**src/rtl/qch_pkg.sv**
```systemverilog
// Shared types and helpers for the Q-channel low-power controller.
package qch_pkg;

    typedef enum logic [2:0] {
        STOPPED = 3'd0,
        RUN     = 3'd1,
        DRAIN   = 3'd2,
        DENIED  = 3'd3
    } qch_state_t;

    // Number of bits needed to hold max_val (never less than one).
    function automatic int unsigned qch_cnt_w(input int unsigned max_val);
        int unsigned w;
        w = 1;
        while ((w < 32) && ((max_val >> w) != 0)) begin
            w++;
        end
        return w;
    endfunction

endpackage

```
**src/rtl/qch_sat_cnt.sv**
```systemverilog
// Saturating up-counter with synchronous clear (clear wins over enable).
module qch_sat_cnt #(
    parameter int unsigned W = 8
) (
    input  logic         clk,
    input  logic         resetn,
    input  logic         clr_i,
    input  logic         en_i,
    output logic [W-1:0] cnt_o
);

    logic [W-1:0] cnt_q;
    logic [W-1:0] cnt_d;

    // Next count: clear, hold at all-ones, or step by one.
    always_comb begin
        cnt_d = cnt_q;
        if (clr_i) begin
            cnt_d = '0;
        end else if (en_i && (cnt_q != '1)) begin
            cnt_d = cnt_q + W'(1);
        end
    end

    // Count register with synchronous active-low reset.
    always_ff @(posedge clk) begin
        if (!resetn) begin
            cnt_q <= '0;
        end else begin
            cnt_q <= cnt_d;
        end
    end

    assign cnt_o = cnt_q;

endmodule

```
**src/rtl/qchannel_ctrl.sv**
```systemverilog
// Q-channel low-power controller between the system power controller and a
// core: quiescence window, interrupt wake requests and an entry counter.
// Build option: define QCH_DENY_EN to add deny on pending interrupt and on
// drain timeout (DENIED state plus timeout counter); otherwise qdeny is 0.
module qchannel_ctrl #(
    parameter int unsigned QUIESCE_CYCLES = 4,
    parameter int unsigned DENY_TIMEOUT   = 64,
    parameter int unsigned IRQ_W          = 32,
    parameter int unsigned STAT_W         = 16
) (
    input  logic              clk,
    input  logic              resetn,
    input  logic              qreqn,
    output logic              qacceptn,
    output logic              qdeny,
    input  logic              bus_busy,
    input  logic              core_idle,
    input  logic [IRQ_W-1:0]  irq_in,
    input  logic [IRQ_W-1:0]  irq_mask,
    output logic              gate_n,
    output logic [IRQ_W-1:0]  irq_gated,
    output logic              wake_req,
    output logic [STAT_W-1:0] stop_count
);

    import qch_pkg::*;

    if ((QUIESCE_CYCLES == 0) || (QUIESCE_CYCLES > 255)) begin : g_bad_quiesce
        $error("QUIESCE_CYCLES must be in 1..255");
    end
    if ((DENY_TIMEOUT < 2) || (DENY_TIMEOUT > 65535)) begin : g_bad_timeout
        $error("DENY_TIMEOUT must be in 2..65535");
    end

    localparam int unsigned QC_W = qch_cnt_w(QUIESCE_CYCLES - 1);

    qch_state_t state_q, state_d;
    logic       qacceptn_q, qacceptn_d;
    logic       gate_n_q, gate_n_d;
    logic       wake_req_q, wake_req_d;

    logic            pend;
    logic            in_drain;
    logic            accept;
    logic            deny_run;
    logic            deny_drain;
    logic [QC_W-1:0] q_cnt;

    assign pend     = |(irq_in & irq_mask);
    assign in_drain = (state_q == DRAIN);

    // Quiesce window: counts consecutive idle DRAIN cycles, cleared outside
    // DRAIN so every entry starts from zero.
    qch_sat_cnt #(
        .W(QC_W)
    ) u_quiesce_cnt (
        .clk    (clk),
        .resetn (resetn),
        .clr_i  (!in_drain || !core_idle),
        .en_i   (in_drain && core_idle),
        .cnt_o  (q_cnt)
    );

    assign accept = in_drain && core_idle && (q_cnt == QC_W'(QUIESCE_CYCLES - 1));

    qch_sat_cnt #(
        .W(STAT_W)
    ) u_stop_cnt (
        .clk    (clk),
        .resetn (resetn),
        .clr_i  (1'b0),
        .en_i   (accept),
        .cnt_o  (stop_count)
    );

`ifdef QCH_DENY_EN
    localparam int unsigned TO_W = qch_cnt_w(DENY_TIMEOUT - 1);

    logic [TO_W-1:0] to_cnt;
    logic            qdeny_q, qdeny_d;

    qch_sat_cnt #(
        .W(TO_W)
    ) u_timeout_cnt (
        .clk    (clk),
        .resetn (resetn),
        .clr_i  (!in_drain),
        .en_i   (in_drain),
        .cnt_o  (to_cnt)
    );

    assign deny_run   = pend;
    assign deny_drain = pend || (to_cnt == TO_W'(DENY_TIMEOUT - 1));
    assign qdeny_d    = (state_d == DENIED);
    assign qdeny      = qdeny_q;

    // Registered deny output.
    always_ff @(posedge clk) begin
        if (!resetn) begin
            qdeny_q <= 1'b0;
        end else begin
            qdeny_q <= qdeny_d;
        end
    end
`else
    assign deny_run   = 1'b0;
    assign deny_drain = 1'b0;
    assign qdeny      = 1'b0;
`endif

    // Next state and registered-output values; acceptance beats deny in DRAIN.
    always_comb begin
        state_d = state_q;
        case (state_q)
            STOPPED: if (qreqn) state_d = RUN;
            RUN: begin
                if (!qreqn) begin
                    if (deny_run) begin
                        state_d = DENIED;
                    end else if (!bus_busy) begin
                        state_d = DRAIN;
                    end
                end
            end
            DRAIN: begin
                if (accept) begin
                    state_d = STOPPED;
                end else if (deny_drain) begin
                    state_d = DENIED;
                end
            end
            DENIED:  if (qreqn) state_d = RUN;
            default: state_d = STOPPED;
        endcase

        qacceptn_d = (state_d != STOPPED);
        gate_n_d   = (state_d == RUN) || (state_d == DENIED);
        // Wake is only raised while staying in STOPPED, so it drops on exit.
        wake_req_d = (state_q == STOPPED) && (state_d == STOPPED) && pend;
    end

    // State and output registers.
    always_ff @(posedge clk) begin
        if (!resetn) begin
            state_q    <= STOPPED;
            qacceptn_q <= 1'b0;
            gate_n_q   <= 1'b0;
            wake_req_q <= 1'b0;
        end else begin
            state_q    <= state_d;
            qacceptn_q <= qacceptn_d;
            gate_n_q   <= gate_n_d;
            wake_req_q <= wake_req_d;
        end
    end

    assign qacceptn  = qacceptn_q;
    assign gate_n    = gate_n_q;
    assign wake_req  = wake_req_q;
    assign irq_gated = irq_in & {IRQ_W{gate_n_q}};

endmodule

```
**config.mk**
```make
export PLATFORM = sky130hd
export DESIGN_NAME = qchannel_ctrl
export DESIGN_NICKNAME = d
export VERILOG_FILES = /design/src/rtl/qch_pkg.sv /design/src/rtl/qch_sat_cnt.sv /design/src/rtl/qchannel_ctrl.sv
export SDC_FILE = /design/constraint.sdc
export NUM_CORES = 1
export LEC_CHECK = 0
export BUFFER_PORTS_ARGS = -buffer_cell sky130_fd_sc_hd__buf_2
export CAP_MARGIN = 25
export CORE_MARGIN = 2
export CORE_UTILIZATION = 35
export DETAILED_ROUTE_END_ITERATION = 6
export PLACE_DENSITY = 0.76
export SLEW_MARGIN = 20
export SYNTH_ARGS = -nofsm -noshare
export SYNTH_HDL_FRONTEND = slang
export SYNTH_HIERARCHICAL = 1
export SYNTH_SLANG_ARGS = --single-unit
```
**constraint.sdc**
```tcl
create_clock -name clk -period 4.2 [get_ports clk]
set_input_delay 0.84 -clock clk [delete_from_list [all_inputs] [get_ports clk]]
set_output_delay 0.84 -clock clk [all_outputs]
set_load 0.02 [all_outputs]
```
; ---- Word-level counts from Yosys, hierarchy flattened
; Cells that the tools add are included.
[word_totals]
reg_bits = 24
word_cells = 40
[op_classes]
addsub = 2
eq_ne = 8
mux = 5
bitwise = 3
reduce_logical = 16
[op_table]
columns = operator, n
row1 = $and 32x32->32, 2
row2 = $reduce_or 32->1, 1
row3 = $add 16x1->16 const B, 1
row4 = $ne 16x16->1 const B, 1
row5 = $mux 3, 4
row6 = $eq 3x2->1 const B, 3
row7 = $pmux 3 s3, 1
row8 = $eq 3x1->1 const B, 2
row9 = $logic_and 1x1->1, 6
row10 = $logic_not 3->1, 2
row11 = $reduce_or 2->1, 2
row12 = $reduce_bool 3->1, 1
row13 = $add 2x1->2 const B, 1
row14 = $eq 2x2->1 const B, 1
row15 = $logic_not 1->1, 2
row16 = $logic_or 1x1->1, 2
row17 = $ne 2x2->1 const B, 1
row18 = $not 1->1, 1

; ---- Depth between registers and ports, before layout
; Gate-level depths: netlist of the first run.
[depth]
ltp_word = 8
ltp_mapped = 7
depth_no_buf = 7

; ---- Cells and area by module
; Netlist of the first run, hierarchy kept.
[by_module_without_submodules]
columns = module, n_inst, cells_per_inst, area_each_um2, seq_area_each_um2
row1 = qch_sat_cnt (u_stop_cnt), 1, 91, 864.6, 320.3
row2 = qchannel_ctrl, 1, 84, 596.8, 120.1
row3 = qch_sat_cnt (u_quiesce_cnt), 1, 9, 98.8, 40.0

; ---- Least setup slack after synthesis of the first run
; OpenSTA, ideal clock, no wires.
[synth_timing]
path_kind = input to register
start = input core_idle
end = register u_stop_cnt.cnt_q[13] (netlist: u_stop_cnt/cnt_o[13])
setup_ps = 71
arrival_time_ps = 2119
required_ps = 4129
slack_ps = 2011
path_stages = 6
path_cell_list = nand3_1 nor2_1 and4_2 nand3_4 or4_1 a21oi_1
[synth_between]
elab_chain_len = 3
[synth_lines]
columns = element, line_no
row1 = "start, declared", qchannel_ctrl.sv:17  ; input logic core_idle,
row2 = $logic_and 1x1->1 (2 in a row), qchannel_ctrl.sv:64  ; assign accept = in_drain && core_idle && (q_cnt == QC_W'(QUIESCE_CYCLES - 1));
row3 = named net accept, qchannel_ctrl.sv:44  ; logic accept;
row4 = $logic_and 1x1->1, qch_sat_cnt.sv:20  ; end else if (en_i && (cnt_q != '1)) begin
row5 = "end signal, assigned", qch_sat_cnt.sv:30  ; cnt_q <= cnt_d;
row6 = "end, declared", qch_sat_cnt.sv:12  ; logic [W-1:0] cnt_q;
; The timed path passes the listed nets, and every way through them passes these cells.
; A chain may end at the register's enable or synchronous reset.

; ---- Worst setup path after layout of the first run
[layout_timing]
start = register gate_n_q (netlist: gate_n)
end = output irq_gated[28]
[layout_between]
elab_chain_len = 1
[layout_lines]
columns = element, line_no
row1 = "start, declared", qchannel_ctrl.sv:39  ; logic gate_n_q, gate_n_d;
row2 = "start signal, assigned", qchannel_ctrl.sv:152  ; gate_n_q <= gate_n_d;
row3 = $and 32x32->32, qchannel_ctrl.sv:160  ; assign irq_gated = irq_in & {IRQ_W{gate_n_q}};
row4 = "end, declared", qchannel_ctrl.sv:21  ; output logic [IRQ_W-1:0] irq_gated,
; No other way between the ends.

==> results of run 1 <==
-- report_power, final --
group          internal (uW)  switching [uW]  total, uW  leakage (uW)
Clock                   64.0            67.7        132     0.0000216
Combinational           42.2            44.4       86.7      0.000920
Sequential               230            3.65        233      0.000194
Total                    336             116        452       0.00114
-- per-stage QoR --
stage / setup WS, ns / hold slack [ns] / util, % / power, uW / area (um2)
2_1_floorplan: 2.01 / 0.487 / - / 276 / 1570
3_3_place_gp: 1.80 / 0.508 / 51.1 / 323 / 2210
3_5_place_dp: 1.76 / 0.515 / 51.1 / 325 / 2210
4_1_cts: 1.84 / 0.526 / 52.1 / 460 / 2250
5_1_grt: 1.69 / 0.564 / 52.1 / 479 / 2250
6_report: 1.89 / 0.528 / 52.1 / 452 / 2250
-- synth_stat cells, types with 2 or more instances --
cell / count / area share [%]
or3_1: 2 / 0.80
xor2_1: 3 / 1.7
nand4_4: 2 / 2.7
o41ai_1: 2 / 1.1
nand2b_1: 4 / 1.6
clkbuf_1: 4 / 0.96
mux2i_1: 2 / 1.3
nor2_1: 16 / 3.8
and2_1: 35 / 14
o31ai_1: 2 / 0.96
or4_1: 2 / 0.96
xnor2_1: 2 / 1.1
nand4_1: 6 / 2.4
o311ai_0: 2 / 1.1
o21ai_0: 4 / 1.3
ha_1: 2 / 1.6
nor4_1: 4 / 1.6
inv_1: 5 / 1.2
a21oi_1: 7 / 2.2
and4_2: 2 / 1.3
nand3_1: 6 / 1.9
dfxtp_1: 24 / 31
a22oi_1: 15 / 7.2
nand2_1: 7 / 1.7
-- worst paths after layout --
path	end	slack, ns
setup / recovery	irq_gated[28]	1.89
hold / removal	u_stop_cnt/cnt_o[5]	0.53
setup reg to reg	u_stop_cnt/cnt_o[13]	2.21
hold reg to reg	u_stop_cnt/cnt_o[5]	0.53
-- routing by layer --
metal | track usage (%) | share of wire [%] | vias up
li1 | - | - | 924
met1 | 24.6 | 44 | 824
met2 | 31.7 | 49 | 61
met3 | 3.56 | 6.3 | 4
met4 | 3.35 | 0.48 | 0
met5 | 0 | 0 | -
-- logic make-up after synthesis --
| family | Yosys count | share of synthesized area [%] |
|---|---|---|
| DFF | 24 | 30.8 |
| buffers and inverters | 11 | 2.89 |
| and+or+nand+nor | 94 | 37.7 |
| other | 1 | 0.240 |
| xor gates and xnor gates | 5 | 2.81 |
| AOI/OAI and AO/OA | 45 | 22.7 |
| adders and majority gates | 2 | 1.60 |
| muxes | 2 | 1.28 |
-- sequential cells by signal, summed over array words and instances (netlist names) --
register             flops
u_stop_cnt/cnt_o        16
qacceptn                 1
wake_req                 1
gate_n                   1
state_q                  3
u_quiesce_cnt/cnt_o      2
-- final cells by class --
class	instances	area, um2
repair buffers	119	596
well taps	52	65.1
fillers	424	2070
multi-input cells	152	1050
inverters	6	22.5
flip-flops and latches	24	480
clock buffers	3	41.3
-- critical path, delay by kind of cell (launching register included) --
kind | cells | cell delay (ns)
AND/OR/NAND/NOR | 1 | 0.24
flip-flops | 1 | 0.80
buffers and inverters | 1 | 0.17
==> reports/qor.yml, run 1 <==
logic_synthesis:
  syn_inst: 184
  avgSynthCellArea_um2: 8.48
  synth_top_flop_cell: "dfxtp_1"
  async_flop_share_pct: 0
  synth_area_mm2: 0.00156
  synth-edff-count: 0
  ys_types: 48
  ys_ff_latch: 24
  seq_area_frac_synth_pct: 30.8
  yosys_warnings: 6
layout:
  nets: 377
  area_growth_syn_to_layout_pct: 44.3
  instances_no_fill: 356
  diodes: 0
  final_common_cell: "buf_2"
  drive_above_1_share_pct: 43.8
  layout_common_cells: "buf_2 (119), and2_1 (35), dfxtp_1 (24)"
place:
  io_buffers: 119
  hpwl_mm: 3.82
  gp_congestion: 0.785
  dp.cells: 353
pwr:
  pwr_density_cell_mw_per_mm2: 201
  p_leak_uw: 0.00114
  ir_drop_v: 0.000184
route:
  wirelength_mm: 4.62
  num_vias: 1813
  drt-vias-per-instance: 5.09
  wl_per_cell_um: 13.0
  ant_nets: 0
  drtIter0Drc: 58
  drc: 0
  drt_pass1_iterations: 4
clock_tree:
  cts.sinks: 24
  holdBufCountCts: 0
  root_buffer: "clkbuf_8"
  clk_latency_ns: 0.26
  clk_pin_slew_ns: 0.08
  cts_buffers: 3
  post_cts_resized: 0
  postCtsSetupBuffers: 0
  htreeDepth: 1
  ctsLongestPathBuffers: 2
  cts_tree: "built"
floorplan:
  core_area_mm2: 0.00432
  rows: 24
  start_util_pct: 36.1
  ios: 121
  die_area_mm2: 0.00501
  die_x_um: 70.8
  die_h_um: 70.8
sta:
  finalCriticalPeriod_ns: 2.31
  maxSlewHeadroom_pct: 50.7
  finClkSkew_ns: 0.00651
  setup_tns_ns: 0
  worst_slew_pin_slew_ns: 0.739
  finalCritPeriodShare_pct: 55.0
  final-hold-violation-count: 0
  grt_setup_unrepaired: "false"
  drv_slew: 0
  fmax_mhz: 433
  finalSetupViolations: 0
status:
  outcome: "completed"
hold_path:
  hold_path_class: "reg2reg"
  min_from: "u_stop_cnt/cnt_o[5]"
  min_path_cells: 2
critical_path:
  start_kind: "register"
  path_cells: "and2_1, buf_2"
  startpoint: "gate_n"
  slowest_delay_ns: 0.80
  critical_path_required_ns: 3.36
  cp.arrival_ns: 1.47
  crit_type: "reg2out"
  crit_path_end_kind: "output port"
  cp_max_fo: 33
  reg2regPathDepth: 7
  r2r-start: "state_q[0]"
  slowest_stage: "dfxtp_1"
global_routing:
  grt_usage_pct: 18.5
  antenna_found_initial: 0
  grt_max_degree: 34
  grt_pass1_vias: 1662
  overflow: 0
  grt_pass1_wl_mm: 7.69
flow_run:
  drv_cap: 0
Note: power is estimated with default switching activity, not from simulation.
==> run 2: changes to the inputs <==
- PLACE_DENSITY: 0.76 -> 0.79
- clock period: 4.2 -> 2.1 ns (I/O delays scaled with it)
==> reports/qor.yml, run 2 (synthesis results as in run 1) <==
status:
  outcome: "completed"
layout:
  drive_above_1_share_pct: 44.4  # +0.69 points
  post-route-util_pct: 52.6  # +0.55 points
  n_fill_cell: 423  # -0.24%
  area_growth_syn_to_layout_pct: 45.8
  largest_reg_flops: 16  # unchanged
  layout_common_cells: "buf_2 (119), and2_1 (35), dfxtp_1 (24)"
  nets: 378  # +0.27%
  final_common_cell: "buf_2"
  diodes: 0  # unchanged
pwr:
  ir_drop_v: 0.000341  # +85%
  pwr_density_cell_mw_per_mm2: 420  # +110%
  p_leak_uw: 0.00115  # +1.1%
  total_power_uw: 955  # +110%
route:
  num_vias: 1798  # -0.83%
  wl_per_cell_um: 13.0  # +0.54%
  wl_met1_mm: 1.95  # -4.2%
  drt_pass1_iterations: 4  # unchanged
  drc: 0  # unchanged
  wirelength_mm: 4.67  # +1.1%
  wl_met3_um: 288  # -1.0%
  routed-wl-met2_mm: 2.41  # +6.1%
  top_layer_used: "met4"
  drtIter0Drc: 98  # +69%
  drt-vias-per-instance: 5.02  # -1.4%
  ant_nets: 0  # unchanged
global_routing:
  antenna_found_initial: 0  # unchanged
  grt_pass1_wl_mm: 7.40  # -3.9%
  overflow: 0  # unchanged
  grt_max_degree: 34  # unchanged
  grt_pass1_vias: 1723  # +3.7%
  grt_usage_pct: 17.9  # -0.62 points
clock_tree:
  cts_tree: "built"
  cts_buffers: 3  # unchanged
  clk_latency_ns: 0.27  # about the same
  root_buffer: "clkbuf_8"
  clk_pin_slew_ns: 0.09  # about the same
  ctsLongestPathBuffers: 2  # unchanged
  holdBufCountCts: 0  # unchanged
  htreeDepth: 1  # unchanged
  cts.sinks: 24  # unchanged
critical_path:
  r2r_end: "u_stop_cnt/cnt_o[9]"
  r2r-start: "state_q[0]"
  cp_max_fo: 9  # -73%
  crit_type: "reg2reg"
  start_kind: "register"
  crit_path_end_kind: "register"
  worst-r2r-setup-slack_ns: 0.17  # -2.04 ns
  cp.arrival_ns: 2.13  # +0.66 ns
  reg2regPathDepth: 7  # unchanged
  critical_path_required_ns: 2.30  # -1.06 ns
flow_run:
  drv_cap: 0  # unchanged
sta:
  finClkSkew_ns: 0.00607  # -0.000444 ns
  fmax_mhz: 518
  finalCritPeriodShare_pct: 92.0
  grt_setup_unrepaired: "false"
  setup_tns_ns: 0  # unchanged
  final-hold-violation-count: 0  # unchanged
  finalCriticalPeriod_ns: 1.93
  finalSetupViolations: 0  # unchanged
  whs_ns: 0.444  # -0.0843 ns
  drv_slew: 0  # unchanged
floorplan:
  ios: 121  # unchanged
  die_h_um: 70.8  # unchanged
  rows: 24  # unchanged
  core_area_mm2: 0.00432  # unchanged
  die_x_um: 70.8  # unchanged
  start_util_pct: 36.1  # unchanged
  die_area_mm2: 0.00501  # unchanged
hold_path:
  min_from: "resetn"
  min_to: "wake_req"
  hold_path_class: "in2reg"
  min_path_cells: 3  # +1
place:
  io_buffers: 119  # unchanged
  hpwl_mm: 3.85  # +0.88%
  gp_congestion: 0.804  # +2.4%
## run 2: cell types whose count changed in the layout (fill, tap and decap cells not counted), sizes merged
cell,change
clkbuf,+1
buf,+1
## run 2: worst max-delay path by stage
stage          startpoint                   end  cells past startpoint
3_5_place_dp    core_idle   u_stop_cnt/cnt_o[9]                      7
5_1_grt        state_q[0]  u_stop_cnt/cnt_o[13]                      7
2_1_floorplan  state_q[0]  u_stop_cnt/cnt_o[13]                      7
4_1_cts        state_q[0]   u_stop_cnt/cnt_o[9]                      7
6_report       state_q[0]   u_stop_cnt/cnt_o[9]                      7
3_3_place_gp    core_idle  u_stop_cnt/cnt_o[13]                      7
## run 2: where the power goes
group,switching [uW],internal (uW)
registers,2.16,459
clock network,148,167
logic,92.9,85.3
total,243,712
## run 2: final cells by class
class                           instances  area [um2]  area share (%)
Inverter                                6        22.5           0.990
Tap cell                               52        65.1            2.86
Multi-Input combinational cell        152        1050            46.1
Sequential cell                        24         480            21.1
Clock buffer                            4        55.1            2.42
Timing Repair Buffer                  120         603            26.5
## run 2: worst max-delay path, stage by stage, from the launching register on
cell	delay, ns
dfxtp_1	0.33
nor2_1	0.14
nand3_1	0.14
nor2_2	0.22
and4_2	0.33
nand3_4	0.13
or4_1	0.43
a21oi_1	0.14
## run 2: repair_timing
| item | CTS | global route |
|---|---|---|
| endpoints found under the setup margin | 0 | 2 |
| gates resized for setup | 0 | 1 |
| hold endpoints to repair | 0 | 0 |
| buffers inserted | 0 | 0 |
## run 2: metrics by stage
stage	cells	cell area [um2]	setup WS, ns
2_1_floorplan	187	1570	0.304
3_3_place_gp	354	2220	0.130
3_5_place_dp	354	2220	0.0845
4_1_cts	358	2270	0.110
5_1_grt	358	2270	0.0311
6_report	358	2270	0.168
## run 2: per-layer routing
| metal | GRT usage (%) | vias to the layer above |
|---|---|---|
| li1 | - | 929 |
| met1 | 21.2 | 810 |
| met2 | 33.1 | 57 |
| met3 | 3.85 | 2 |
| met4 | 3.56 | 0 |
| met5 | 0 | - |
